### src/rtl/mem_check_pkg.sv
// mem_check_pkg
// Shared type definitions for the memory write checker.
//   chk_state_e : checker FSM states (RUN plus the three sticky terminal states)
//   wr_class_e  : classification of a single data-memory write
package mem_check_pkg;

  typedef enum logic [1:0] {
    RUN  = 2'd0,
    PASS = 2'd1,
    FAIL = 2'd2,
    TMO  = 2'd3
  } chk_state_e;

  typedef enum logic [1:0] {
    MATCH  = 2'd0,
    IGNORE = 2'd1,
    UNEXP  = 2'd2
  } wr_class_e;

endpackage

### src/rtl/mem_write_classify.sv
// mem_write_classify
// Purely combinational classifier for one data-memory write.
// Ports:
//   addr, data         : the write being observed
//   exp_addr, exp_data : the expected pair currently being waited for
//   ign_lo, ign_hi     : inclusive ignored address window (lo > hi = empty)
//   wclass             : MATCH, IGNORE or UNEXP, in that priority order
module mem_write_classify
  import mem_check_pkg::*;
#(
  parameter int AW = 32,
  parameter int DW = 32
) (
  input  logic [AW-1:0] addr,
  input  logic [DW-1:0] data,
  input  logic [AW-1:0] exp_addr,
  input  logic [DW-1:0] exp_data,
  input  logic [AW-1:0] ign_lo,
  input  logic [AW-1:0] ign_hi,
  output wr_class_e     wclass
);

  // A match needs both address and data; an address hit with wrong data
  // falls through to the window test and otherwise counts as unexpected.
  // An inverted window (lo > hi) can never satisfy both bounds, so it
  // naturally means "no window".
  always_comb begin
    wclass = UNEXP;
    if (addr == exp_addr && data == exp_data) begin
      wclass = MATCH;
    end else if (addr >= ign_lo && addr <= ign_hi) begin
      wclass = IGNORE;
    end
  end

endmodule

### config.mk
export PLATFORM = sky130hd
export DESIGN_NAME = mem_write_classify
export DESIGN_NICKNAME = d
export VERILOG_FILES = /design/src/rtl/mem_check_pkg.sv /design/src/rtl/mem_write_classify.sv
export SDC_FILE = /design/constraint.sdc
export NUM_CORES = 1
export LEC_CHECK = 0
export CAP_MARGIN = 5
export CORE_MARGIN = 4
export CORE_UTILIZATION = 26
export DETAILED_ROUTE_END_ITERATION = 16
export DONT_BUFFER_PORTS = 1
export GPL_TIMING_DRIVEN = 0
export PLACE_DENSITY = 0.48
export SYNTH_ARGS = -nofsm -noshare
export SYNTH_HDL_FRONTEND = slang
export SYNTH_SLANG_ARGS = --single-unit
### constraint.sdc
create_clock -name vclk -period 2.3
set_input_delay 0.345 -clock vclk [all_inputs]
set_output_delay 0.345 -clock vclk [all_outputs]
set_load 0.01 [all_outputs]
# ---- Yosys cells after proc, flatten, opt, wreduce, memory -nomap -nowiden
# Index checks and enable logic that the tools add are counted.
dict set report word_totals {
  inputBits 192
  mem_bits_rw 0
  regBits 0
  latchBits 0
  rom_bits 0
  n_memories 0
}
dict set report classes {
  mul 0
  shifts 0
  addsub 0
  n_mux 2
  bitwise_logic 0
  n_eq_ne 2
  reduce_logical 2
  div 0
  magnitude_cmp 2
}
# op n
set ops {}
lappend ops {{$eq A32 B32 Y1} 2}
lappend ops {{$ge A32 B32 Y1} 1}
lappend ops {{$le A32 B32 Y1} 1}
lappend ops {{$mux W2} 2}
lappend ops {{$logic_and A1 B1 Y1} 2}

# ---- Depth between registers and ports, before layout
dict set report logic_depth {
  depth_word 4
  depth_mapped 8
  depth_no_buf 8
}

# ---- Worst setup path after synthesis
# OpenSTA, ideal clock, no wires.
dict set report synth_timing {
  kind {input to output}
  startpoint {input addr[0]}
  endpoint {output wclass[1]}
  n_path_buf 0
  arrival_time_ps 1932
  setup_slack_ps 23
  stages 8
  cell_sequence {inv_1 -> ha_1 -> nand2b_4 -> a2111oi_4 -> o31ai_1 -> a21o_1 -> a2111oi_4 -> o21ba_1}
}
dict set report synth_via {
  elab_chain_cells 4
}
# item line_no
set synth_lines {}
lappend synth_lines {{start, declared} mem_write_classify.sv:14} ;# input logic [AW-1:0] addr,
lappend synth_lines {{$ge A32 B32 Y1 / $le A32 B32 Y1 (equally long branches)} mem_write_classify.sv:31} ;# end else if (addr >= ign_lo && addr <= ign_hi) begin
lappend synth_lines {{$logic_and A1 B1 Y1} mem_write_classify.sv:31}
lappend synth_lines {{$mux W2} mem_write_classify.sv:31}
lappend synth_lines {{$mux W2 (*)} mem_write_classify.sv:29} ;# if (addr == exp_addr && data == exp_data) begin
lappend synth_lines {{end, declared} mem_write_classify.sv:20} ;# output wr_class_e wclass
# Mark *: on every way between the ends. The rest lies on a longest branch, timed or not.

# ---- Worst setup path after layout
dict set report layout_timing {
  startpoint {input ign_hi[9]}
  endpoint {output wclass[1]}
}
dict set report layout_via {
  elab_chain_cells 4
}
# item line_no
set layout_lines {}
lappend layout_lines {{start, declared} mem_write_classify.sv:19} ;# input logic [AW-1:0] ign_hi,
lappend layout_lines {{$le A32 B32 Y1} mem_write_classify.sv:31}
lappend layout_lines {{$logic_and A1 B1 Y1} mem_write_classify.sv:31}
lappend layout_lines {{$mux W2} mem_write_classify.sv:31}
lappend layout_lines {{$mux W2} mem_write_classify.sv:29}
# Every way passes these cells.

==> results.txt <==
- Subtracting the final worst setup slack from the clock period gives roughly 2.3 ns.
* Area taken by multi-input logic gates: approximately 0.0024 sq mm
- Dividing total power by cell area gives a power density of between 150 and 200 mW/mm^2.
- Worst path required time: ~2.0 ns
- Number of top-level pins: between 150 and 200
- Number of diodes added for antenna fixing: 0
- Share of power burned in the clock network: 0%
- Die height: 103 um
- Net Sw Power: 0.220 mW
- Together, buffers and inverters on the worst path number 1.
* Data arrival time of the worst path: slightly below 2 ns
- The worst setup path is launched from an input pin.
* Comb power frac: 100.0%
- Maximum resistive drop on vdd: around 0.051 mV
* Vias in the first global route: 2299
- Signed area change from the synthesized netlist to the final layout: 20.8%
- Sequential cells placed in the final layout were counted as 0.
- Setup violations remaining at the end of the flow were counted as 0.
* Area of the die: 0.0107 sq mm
- Share of the cycle needed by the critical path after routing: 99.2%
- Clock buffers in the final layout number 0.
* Parity-gate share of the synthesized area counting xor and xnor cells: 23.7%
* Average size of a mapped cell: between 7 and 8 sq um
* Number of antenna violations at the first check in global routing: 0
- The die is just over 100 um wide.
- Post-route worst hold slack: 1.07 ns
- After detailed routing, the average wire length per cell comes to 18.6 um.
* Final Hold Fails: 0
- For this run, the slowest stage of the critical path takes just over 0.6 ns.
- STA classifies the critical path endpoint as an output pin.
* Kind of critical path: input pin to output pin
- First-pass GRT wire length: between 10000 and 15000 um
- Slowest cell on the critical path: sky130_fd_sc_hd__or4_4
- Summing over every cut layer, the via total after detailed routing is 2193.
* TNS Setup: 0 ns
- Total Nets Final: approximately 580
- Half-perimeter wire length after detailed placement: between 7000 and 8000 um
* Layout cell share with drive strength beyond 1: about 16%
- Core outline area: roughly 0.009 sq mm
- Setup repair after global routing could not meet its margin everywhere.
* Share of the core filled with cells: roughly a third
- The first routing iteration left 43 violations.
* Part of the power in registers: 0%
- For the pin with the worst max-slew slack, the measured transition is around 0.45 ns.
- Overflow left after global routing: 0
- Summing the areas of all fa, ha and maj instances in the mapped netlist gives between 30% and 40% of the synthesized area.
- Switching power as a share of total power: 50.2%
- Hold buffers post-CTS: 0
* Vias/cell: between 5 and 6
- Entering global routing, the biggest net connects 4 pins.
- Critical-path cell list: inv_8 -> ha_4 -> nand4_1 -> or4_4 -> a21oi_4 -> nor3_4 -> o2bb2ai_4 -> o21ba_4
- For this run, the top clock speed supported by timing is between 400 and 500 MHz.
- Cell Rows: 34
- Across the run, the number of max-cap violations was 0.
- In the routed design, unresolved DRC markers number 0.
* Routed WL: a little under 8000 um
- Reg area: 0 sq um
- Of the post-synthesis cell area, the part taken by muxes is 0%.
* Remaining antenna violation count after routing: 0
- Power consumption: about 0.44 mW
- Max Slew Vio Count: 0
- Before antenna repair, the detailed router went through 4 iterations.
- For this run, the number of Yosys warnings is 0.
- Cell internal pwr: ~0.22 mW
* Initial Util: a little over a quarter
* Quantity of I/O buffers inserted on ports: 0
* Worst slew margin relative to its limit: between 60% and 70%
* Synthesized-area fraction occupied by and/or/nand/nor cells: between 15 and 20%
- Final RePlAce weighted congestion: about 0.77
* Peak fanout along the critical path: 3
* Seq/Total Area, Yosys: 0%
- The tightest min-delay check is of the input pin to output pin type.
- The synthesized netlist devotes around 15% of its cell area to compound gates.
* Net count after synthesis: 570
- Static Leakage: between 1 and 1.5 nW
* Result of the run: finished clean
- Delay-heaviest family, CP: simple AND/OR/NAND/NOR gates
- Dominant combinational cell family by area after synthesis: adder cells
- Overall global routing resource usage: 13.2%
- Post-Synthesis Cells: 314
- The synthesized netlist occupies a cell area of roughly 0.0024 sq mm.
- Layout filler cell count: 960
- The number of different library cells used by synthesis comes to 32.
power by group through the flow:
stage               sequential (mW)  combinational [mW]  clock, mW
CTS                               0               0.434          0
detailed placement                0               0.375          0
global route                      0               0.502          0
floorplan                         0               0.293          0
finish                            0               0.439          0
global placement                  0               0.366          0
cell families after synthesis:
group / count (synthesis)
buf+inv: 65
fa+ha+maj: 64
compound gates: 49
simple gates: 72
xor+xnor: 64
placed cells by master (no fill, tap or decap), types with 3 or more instances in the layout:
cell	count
sky130_fd_sc_hd__inv_1	55
sky130_fd_sc_hd__nand4_1	17
sky130_fd_sc_hd__nor4_1	16
sky130_fd_sc_hd__a21o_1	3
sky130_fd_sc_hd__nand3_1	5
sky130_fd_sc_hd__xor2_1	64
sky130_fd_sc_hd__ha_1	50
sky130_fd_sc_hd__nand2_1	12
sky130_fd_sc_hd__inv_2	7
sky130_fd_sc_hd__ha_4	14
sky130_fd_sc_hd__buf_4	3
sky130_fd_sc_hd__o21ai_0	5
sky130_fd_sc_hd__a21oi_1	18
sky130_fd_sc_hd__a211oi_1	3
sky130_fd_sc_hd__nor2_1	9
worst paths after layout:
check	startpoint	end	slack (ns)	cells after the start
setup / recovery	ign_hi[9]	wclass[1]	0.02	8
hold / removal	addr[31]	wclass[1]	1.07	3
per-layer routing:
layer	GRT usage, %	wire length [um]	part of all wire [%]	up-vias
li1	-	-	-	1104
met1	15.8	3240	41	967
met2	24.9	3930	50	120
met3	2.48	653	8.3	2
met4	1.20	79	1.0	0
met5	0	0	0	-
area by class of cell:
type,instances,area share [%]
multi-input combinational,249,84.9
inverter,65,9.55
tap,108,4.73
timing repair buffer,3,0.788
per-stage QoR:
step	cell area, sq um	setup WS, ns	std cells
CTS	2790	-0.0198	424
floorplan	2360	0.0226	314
detailed placement	2500	-0.294	422
global placement	2500	-0.288	422
finish	2860	0.0182	425
global route	2860	-0.0506	425
cell usage after synthesis (2+ instances only):
master / n / area share (%)
sky130_fd_sc_hd__a211oi_1: 5 / 1.6
sky130_fd_sc_hd__xor2_1: 64 / 24
sky130_fd_sc_hd__inv_1: 65 / 10
sky130_fd_sc_hd__nor2_1: 10 / 1.6
sky130_fd_sc_hd__a21o_1: 3 / 0.95
sky130_fd_sc_hd__ha_1: 64 / 34
sky130_fd_sc_hd__o31ai_1: 2 / 0.63
sky130_fd_sc_hd__nor2b_1: 2 / 0.53
sky130_fd_sc_hd__nor4_1: 18 / 4.8
sky130_fd_sc_hd__a21oi_1: 19 / 4.0
sky130_fd_sc_hd__nand4_1: 17 / 4.5
sky130_fd_sc_hd__a2111oi_4: 2 / 2.3
sky130_fd_sc_hd__nor3_1: 2 / 0.42
sky130_fd_sc_hd__nand3_1: 5 / 1.1
sky130_fd_sc_hd__o21ai_0: 7 / 1.5
sky130_fd_sc_hd__nand2_1: 13 / 2.1
what timing repair did:
item,CTS,global route
gates resized for setup,43,16
setup endpoints to repair,2,2
endpoints found under the hold margin,0,0
pin swaps,25,16
setup buffers,2,1
No activity file was read; power rests on OpenSTA's default activity.
